**src/rtl/booth_mul_arbiter.sv**
```systemverilog
// Round-robin front end that shares one sequential 4x4 signed Booth multiplier among NREQ
// requesters, sequencing start/operands and answering with an error if ready never returns.
module booth_mul_arbiter #(
    parameter int NREQ    = 4,
    parameter int ID_W    = 2,
    parameter int TIMEOUT = 15
) (
    input  logic              clock,
    input  logic              reset,
    input  logic [NREQ-1:0]   req_valid,
    input  logic [4*NREQ-1:0] req_a,
    input  logic [4*NREQ-1:0] req_b,
    output logic [NREQ-1:0]   req_ready,
    output logic              rsp_valid,
    output logic [ID_W-1:0]   rsp_id,
    output logic [7:0]        rsp_p,
    output logic              rsp_err,
    output logic              busy,
    output logic [3:0]        mul_a,
    output logic [3:0]        mul_b,
    output logic              mul_start,
    input  logic [7:0]        mul_p,
    input  logic              mul_ready
);

    localparam int CNT_W = $clog2(TIMEOUT + 1);

    // IDLE arbitrate | ISSUE start pulse | WAIT await ready or timeout | RESP response pulse
    typedef enum logic [1:0] {
        IDLE  = 2'd0,
        ISSUE = 2'd1,
        WAIT  = 2'd2,
        RESP  = 2'd3
    } state_t;

    state_t          state;
    state_t          state_next;
    logic [ID_W-1:0] last_grant;
    logic [ID_W-1:0] last_grant_next;
    logic [ID_W-1:0] id_q;
    logic [ID_W-1:0] id_next;
    logic [CNT_W-1:0] cnt;
    logic [CNT_W-1:0] cnt_next;
    logic [3:0]      mul_a_next;
    logic [3:0]      mul_b_next;
    logic            mul_start_next;
    logic            rsp_valid_next;
    logic [ID_W-1:0] rsp_id_next;
    logic [7:0]      rsp_p_next;
    logic            rsp_err_next;

    logic            grant_found;
    logic [ID_W-1:0] grant_idx;
    logic [ID_W-1:0] cand;
    logic [3:0]      sel_a;
    logic [3:0]      sel_b;
    logic            transfer;

    // Search starts just after the last winner so every requester gets a turn.
    always_comb begin
        grant_found = 1'b0;
        grant_idx   = '0;
        cand        = '0;
        for (int k = 1; k <= NREQ; k++) begin
            cand = ID_W'((int'(last_grant) + k) % NREQ);
            if (!grant_found && req_valid[cand]) begin
                grant_found = 1'b1;
                grant_idx   = cand;
            end
        end
    end

    always_comb begin
        req_ready = '0;
        if (state == IDLE && grant_found) begin
            req_ready = NREQ'(1) << grant_idx;
        end
    end

    always_comb begin
        sel_a = '0;
        sel_b = '0;
        for (int i = 0; i < NREQ; i++) begin
            if (ID_W'(i) == grant_idx) begin
                sel_a = req_a[4*i +: 4];
                sel_b = req_b[4*i +: 4];
            end
        end
    end

    assign transfer = |(req_valid & req_ready);
    assign busy     = (state != IDLE);

    always_comb begin
        state_next      = state;
        last_grant_next = last_grant;
        id_next         = id_q;
        cnt_next        = cnt;
        mul_a_next      = mul_a;
        mul_b_next      = mul_b;
        mul_start_next  = 1'b0;
        rsp_valid_next  = 1'b0;
        rsp_id_next     = rsp_id;
        rsp_p_next      = rsp_p;
        rsp_err_next    = rsp_err;
        case (state)
            IDLE: begin
                if (transfer) begin
                    mul_a_next      = sel_a;
                    mul_b_next      = sel_b;
                    id_next         = grant_idx;
                    last_grant_next = grant_idx;
                    mul_start_next  = 1'b1;
                    state_next      = ISSUE;
                end
            end
            ISSUE: begin
                cnt_next   = '0;
                state_next = WAIT;
            end
            WAIT: begin
                if (mul_ready) begin
                    rsp_p_next     = mul_p;
                    rsp_err_next   = 1'b0;
                    rsp_id_next    = id_q;
                    rsp_valid_next = 1'b1;
                    state_next     = RESP;
                end else begin
                    cnt_next = cnt + CNT_W'(1);
                    if (cnt == CNT_W'(TIMEOUT - 1)) begin
                        rsp_p_next     = '0;
                        rsp_err_next   = 1'b1;
                        rsp_id_next    = id_q;
                        rsp_valid_next = 1'b1;
                        state_next     = RESP;
                    end
                end
            end
            RESP: begin
                state_next = IDLE;
            end
            default: begin
                state_next = IDLE;
            end
        endcase
    end

    always_ff @(posedge clock or negedge reset) begin
        if (!reset) begin
            state      <= IDLE;
            last_grant <= ID_W'(NREQ - 1);
            id_q       <= '0;
            cnt        <= '0;
            mul_a      <= '0;
            mul_b      <= '0;
            mul_start  <= 1'b0;
            rsp_valid  <= 1'b0;
            rsp_id     <= '0;
            rsp_p      <= '0;
            rsp_err    <= 1'b0;
        end else begin
            state      <= state_next;
            last_grant <= last_grant_next;
            id_q       <= id_next;
            cnt        <= cnt_next;
            mul_a      <= mul_a_next;
            mul_b      <= mul_b_next;
            mul_start  <= mul_start_next;
            rsp_valid  <= rsp_valid_next;
            rsp_id     <= rsp_id_next;
            rsp_p      <= rsp_p_next;
            rsp_err    <= rsp_err_next;
        end
    end

endmodule
```
**config.mk**
```make
export PLATFORM = sky130hd
export DESIGN_NAME = booth_mul_arbiter
export DESIGN_NICKNAME = d
export VERILOG_FILES = /design/src/rtl/booth_mul_arbiter.sv
export SDC_FILE = /design/constraint.sdc
export NUM_CORES = 1
export LEC_CHECK = 0
export ABC_CLOCK_PERIOD_IN_PS = 2200
export BUFFER_PORTS_ARGS = -buffer_cell sky130_fd_sc_hd__buf_2
export CORE_ASPECT_RATIO = 0.75
export CORE_UTILIZATION = 25
export DETAILED_ROUTE_END_ITERATION = 16
export PLACE_DENSITY = 0.56
export SYNTH_ARGS = -nofsm -noshare
export SYNTH_HDL_FRONTEND = slang
export SYNTH_SLANG_ARGS = --single-unit
```
**constraint.sdc**
```tcl
create_clock -name clock -period 2.2 [get_ports clock]
set_input_delay 0.44 -clock clock [delete_from_list [all_inputs] [get_ports clock]]
set_output_delay 0.44 -clock clock [all_outputs]
set_load 0.02 [all_outputs]
```
## Yosys cells after proc, flatten, opt, wreduce, memory -nomap -nowiden

Cells that the tools add are included.

| cells by class | value |
|---|---|
| reduce and logical (&&, ||, !) cells | 17 |
| shift-type cells | 1 |
| muxes and demuxes | 42 |
| bitwise operators | 1 |
| order comparisons | 4 |
| add/subtract/negate cells | 5 |
| eq/ne operators | 10 |

Operators with widths:

| operator | count |
|---|---|
| two-way mux 4 bit | 10 |
| two-way mux 2 bit | 9 |
| two-way mux 8 bit | 2 |
| two-way mux 1 bit | 15 |
| less-than comparator 2 x 3 -> 1 bit, second input constant | 4 |
| binary-select mux 1 bit (select 2 bit) | 4 |
| one-hot mux 2 bit (4 select lines) | 1 |
| one-hot mux 4 bit (2 select lines) | 1 |
| AND reduction 2 bit | 4 |
| nonzero test 2 bit | 3 |
| adder 2 x 1 -> 2 bit, second input constant | 2 |
| adder 2 bit, second input constant | 2 |
| adder 4 x 1 -> 4 bit, second input constant | 1 |
| bitwise AND 4 bit | 1 |
| equality test 2 bit, first input constant | 2 |
| equality test 2 bit, second input constant | 2 |
| equality test 4 bit, second input constant | 1 |
| logical AND 1 bit | 4 |
| zero test 2 bit | 2 |
| != test 2 bit, second input constant | 2 |
| OR reduction 4 bit | 1 |
| left shift 1 x 2 -> 4 bit, first input constant | 1 |
| zero test 1 bit | 3 |
| != test 3 bit, second input constant | 1 |
| 2 further kinds | 2 |

| storage, ports and cells | value |
|---|---|
| register bits after elaboration | 31 |
| output and inout bits | 26 |
| logic and storage cells | 91 |

## Longest topological paths before layout

| logic depth | value |
|---|---|
| depth after elaboration | 19 |
| gate-level depth with buffers | 7 |
| mapped depth without buffers | 7 |

## Worst setup path after synthesis

Ideal clock, no wire load.

| timing path | value |
|---|---|
| path type | input to output |
| start point | input port req_valid[2] |
| end point | output port req_ready[1] |
| path buffers | 1 |
| required time | 1.760 ns |
| arrival | 1.514 ns |
| setup slack | 0.246 ns |
| stages on the path | 5 |
| cells stage by stage | and2b_1 or2b_1 o221ai_4 buf_6 nor2b_1 |

| on the way | value |
|---|---|
| cells in the longest elaborated chain, start to end | 14 |
| elaborated cells on any way between the ends | 25 |
| classes of those cells | 1 x shift; 17 x mux; 7 x reduce/logical |

Ends and longest elaborated chain:

| what | RTL line | RTL |
|---|---|---|
| start, declared | 10 | `input logic [NREQ-1:0] req_valid,` |
| binary-select mux 1 bit (select 2 bit) | 66 | `if (!grant_found && req_valid[cand]) begin` |
| two-way mux 1 bit (not written as such) | 66 |  |
| two-way mux 1 bit | 66 |  |
| zero test 1 bit | 66 |  |
| logical AND 1 bit | 66 |  |
| two-way mux 1 bit | 66 |  |
| zero test 1 bit | 66 |  |
| logical AND 1 bit | 66 |  |
| two-way mux 1 bit | 66 |  |
| zero test 1 bit | 66 |  |
| logical AND 1 bit | 66 |  |
| two-way mux 2 bit or two-way mux 1 bit (tied branches) | 66 |  |
| left shift 1 x 2 -> 4 bit or logical AND 1 bit (tied branches) | 76, 75 |  |
| two-way mux 4 bit (*) | 75 | `if (state == IDLE && grant_found) begin` |
| end, declared | 13 | `output logic [NREQ-1:0] req_ready,` |

Every way passes the cells marked *; elsewhere a longest branch is shown, timed or not. The select of a mux whose other input is x is not followed.

## Worst setup path in the final report

| timing path | value |
|---|---|
| start point | register last_grant[1] |
| end point | output port req_ready[3] |

| on the way | value |
|---|---|
| cells in the longest elaborated chain, start to end | 15 |
| elaborated cells on any way between the ends | 29 |
| classes of those cells | 4 x add/sub; 1 x shift; 17 x mux; 7 x reduce/logical |

Ends and longest elaborated chain:

| what | RTL line | RTL |
|---|---|---|
| start, declared | 38 | `logic [ID_W-1:0] last_grant;` |
| start signal, assigned | 151 | `last_grant <= ID_W'(NREQ - 1);` |
| start signal, assigned | 163 | `last_grant <= last_grant_next;` |
| adder 2 x 1 -> 2 bit | 65 | `cand = ID_W'((int'(last_grant) + k) % NREQ);` |
| binary-select mux 1 bit (select 2 bit) | 66 |  |
| two-way mux 1 bit (not written as such) | 66 |  |
| two-way mux 1 bit | 66 |  |
| zero test 1 bit | 66 |  |
| logical AND 1 bit | 66 |  |
| two-way mux 1 bit | 66 |  |
| zero test 1 bit | 66 |  |
| logical AND 1 bit | 66 |  |
| two-way mux 1 bit | 66 |  |
| zero test 1 bit | 66 |  |
| logical AND 1 bit | 66 |  |
| two-way mux 2 bit or two-way mux 1 bit (tied branches) | 66 |  |
| left shift 1 x 2 -> 4 bit or logical AND 1 bit (tied branches) | 76, 75 |  |
| two-way mux 4 bit (*) | 75 |  |

Marked as above.

==> flow_summary.toml <==
[hold_path]
hp-class = "in -> async"

[cells_and_area]
layout.core_utilization = 0.384
post-route-cell-area_sq_mm = 0.00229
antenna-diode-count = 0
final_net_count = 291
layout.cells.most_common = "buf_2"
final_cell_mix = "buf_2 (69), dfrtp_1 (29), nand2_1 (19), buf_4 (17)"
layout.cells.non_filler = 317
area_growth_syn_to_layout_pct = 43.3
drive_above_1_share = 0.452

[power_and_ir_drop]
power.leakage_nw = 1.20
cellPowerDensity_mw_per_mm2 = 1360
power.ir.vdd_worst_mv = 0.399
design_power_total_mw = 3.11

[floorplanning]
dieArea_sq_mm = 0.00672
ios = 73
design.core.area_sq_mm = 0.00598
number_of_rows_in_the_core_area = 24
initial_core_util = 0.268
die_extent_in_y_um = 71.3
die_width_um = 94.4

[synth]
synth_enable_flop_cells = 0
netlist_instances = 150
yosysWarningCount = 0
ys_ff_latch = 31
synth_top_area_frac = 0.454
mappedNetlistNets = 203
yosysSeqAreaShare = 0.487
synth_area_per_cell_sq_um = 10.7
cell_type_contributing_the_most_total_cell_area_after_synthesis = "dfrtp_1"
synthesis.area_sq_mm = 0.00160
synth_top_flop_cell = "dfrtp_1"
synth-async-reset-ratio = 1.00
synth.top_cells.by_area = "dfrtp_1 (45%), mux2i_1 (11%), ha_1 (4.7%), nand2_1 (4.5%), a22o_1 (4.4%)"
yosysUniqueCellTypes = 32

[critical_path]
crit_end_element = "output pin"
critical_path_class = "reg -> out"
required_ns = 1.76
worst_ep_arrival_time_ns = 1.70
critPathLaunchType = "flip-flop"
timing.critical_path.fanout_max = 6

[clocking]
tritoncts_clock_tree = "yes"
clkTransAtPathRegs_ns = 0.06
cts.sinks = 31
cts_buffer_depth = 2
clock-root-buffer = "clkbuf_8"
cts_htree_levels = 2
worst_skew_pair_later_pin_latency_ns = 0.27
tritoncts_buffer_count = 5

[routing]
drt-total-wl_mm = 4.05
vias_per_cell = 4.51
routedWlPerCell_um = 12.8
dr.first_iter.drc_count = 77
vias = 1431
drt_first_pass_iters = 4
detail-route-antenna-nets = 0
drt_drc_violations_left = 0

[timing]
finClkSkew_ns = 0.00278
rsz0062_at_grt = "yes"
worst_tran_pin_value_ns = 0.694
final-max-slew-violation-count = 0
finalWorstPathRequiredPeriod_ns = 2.14
setup_viol = 0
worst_slew_margin_rel = 0.537
hold_ws_ns = 0.199
timing_hold_violations_final = 0
fin_crit_sh = 0.974
max_freq_ghz = 0.467

[global_route]
globalRouteOverflowTotal = 0
global_route.usage.total = 0.132
number_of_global_route_vias_before_repair = 1429
wire_length_of_the_first_global_routing_pass_mm = 6.89
antenna_found_initial = 0
grt_start_max_net_pins = 32

[placement]
io_buffer_count = 72
place.detailed.hpwl_mm = 2.92
placedInstanceArea_sq_mm = 0.00207
post-place-cells = 301
gp_congestion = 0.740

[outcome]
outcome = "finished clean"

[flow_run]
max_cap_viol_count = 0
critical path: stages (launching register included):
cell      delay, ns
dfstp_2        0.62
nand2b_4       0.16
a21oi_4        0.06
o221ai_4       0.24
and3_4         0.23
buf_6          0.11
registers in the layout, summed over array words and instances (netlist names), 2 cells and up:
name	cells
last_grant	2
rsp_id	2
mul_b	4
id_q	2
cnt	4
mul_a	4
state	2
rsp_p	8
kinds of logic after synthesis:
kind of cell	Yosys count	share of synthesized area
adders and majority gates	6	0.0469
buffers and inverters	15	0.0509
xor gates and xnor gates	2	0.0110
DFF	31	0.487
and+or+nand+nor	48	0.135
AOI/OAI and AO/OA	29	0.149
muxes	19	0.120
layout make-up:
cell class / instances / area (sq um)
clock buffers: 8 / 100
fillers: 620 / 3680
inverters: 8 / 30.0
multi-input cells: 105 / 802
flip-flops and latches: 31 / 778
well taps: 78 / 97.6
repair buffers: 87 / 484
cells in the mapped netlist (2+ instances only):
cell,count
clkbuf_1,4
o21ai_0,2
dfstp_2,2
dfrtp_1,29
and3_1,2
nor2b_1,2
a22o_1,8
o221ai_1,8
mux2i_1,17
inv_1,8
ha_1,6
o22ai_1,2
nand2b_1,3
nor2_1,16
mux2_2,2
nand2_1,19
a21oi_1,5
worst paths after layout:
| check | start | end | slack, ns | cells past startpoint |
|---|---|---|---|---|
| worst max-delay path | last_grant[1]$_DFFE_PN1P_ | req_ready[3] | 0.06 | 5 |
| worst min-delay path | reset | cnt[1]$_DFFE_PN0P_ | 0.20 | 1 |
| worst max register to register | last_grant[1]$_DFFE_PN1P_ | mul_b[3]$_DFFE_PN0P_ | 0.20 | 8 |
| worst min register to register | id_q[1]$_DFFE_PN0P_ | id_q[1]$_DFFE_PN0P_ | 0.48 | 2 |
| max in group asynchronous | reset | mul_a[0]$_DFFE_PN0P_ | 1.54 | 1 |
| min in group clock | mul_p[4] | rsp_p[4]$_DFFE_PN0P_ | 0.38 | 2 |
power by group:
group          total (mW)  internal [mW]  switching, mW
logic                1.60          0.714          0.889
registers            1.02          0.846          0.176
clock network       0.490          0.285          0.205
routing by layer:
layer,up-vias,track usage,share of wire
met3,3,0.0340,0.043
met5,-,0,0
li1,707,-,-
met1,684,0.192,0.52
met2,37,0.197,0.44
met4,0,0.0256,0.0035
stage by stage:
step                      TNS, ns  worst slack, ns
after global placement          0            0.218
after global routing       -0.132          -0.0597
after floorplan                 0            0.246
after detailed placement        0            0.213
after CTS                       0         0.000845
final                           0           0.0581
timing repair:
item / 4_1_cts / 5_1_grt
hold buffers: 0 / 0
pin swaps: 1 / 5
setup endpoints to repair: 1 / 4
setup buffers: 4 / 3
gates cloned: 1 / 0
resized for setup: 2 / 11
Power figures use the tool's default switching activity.
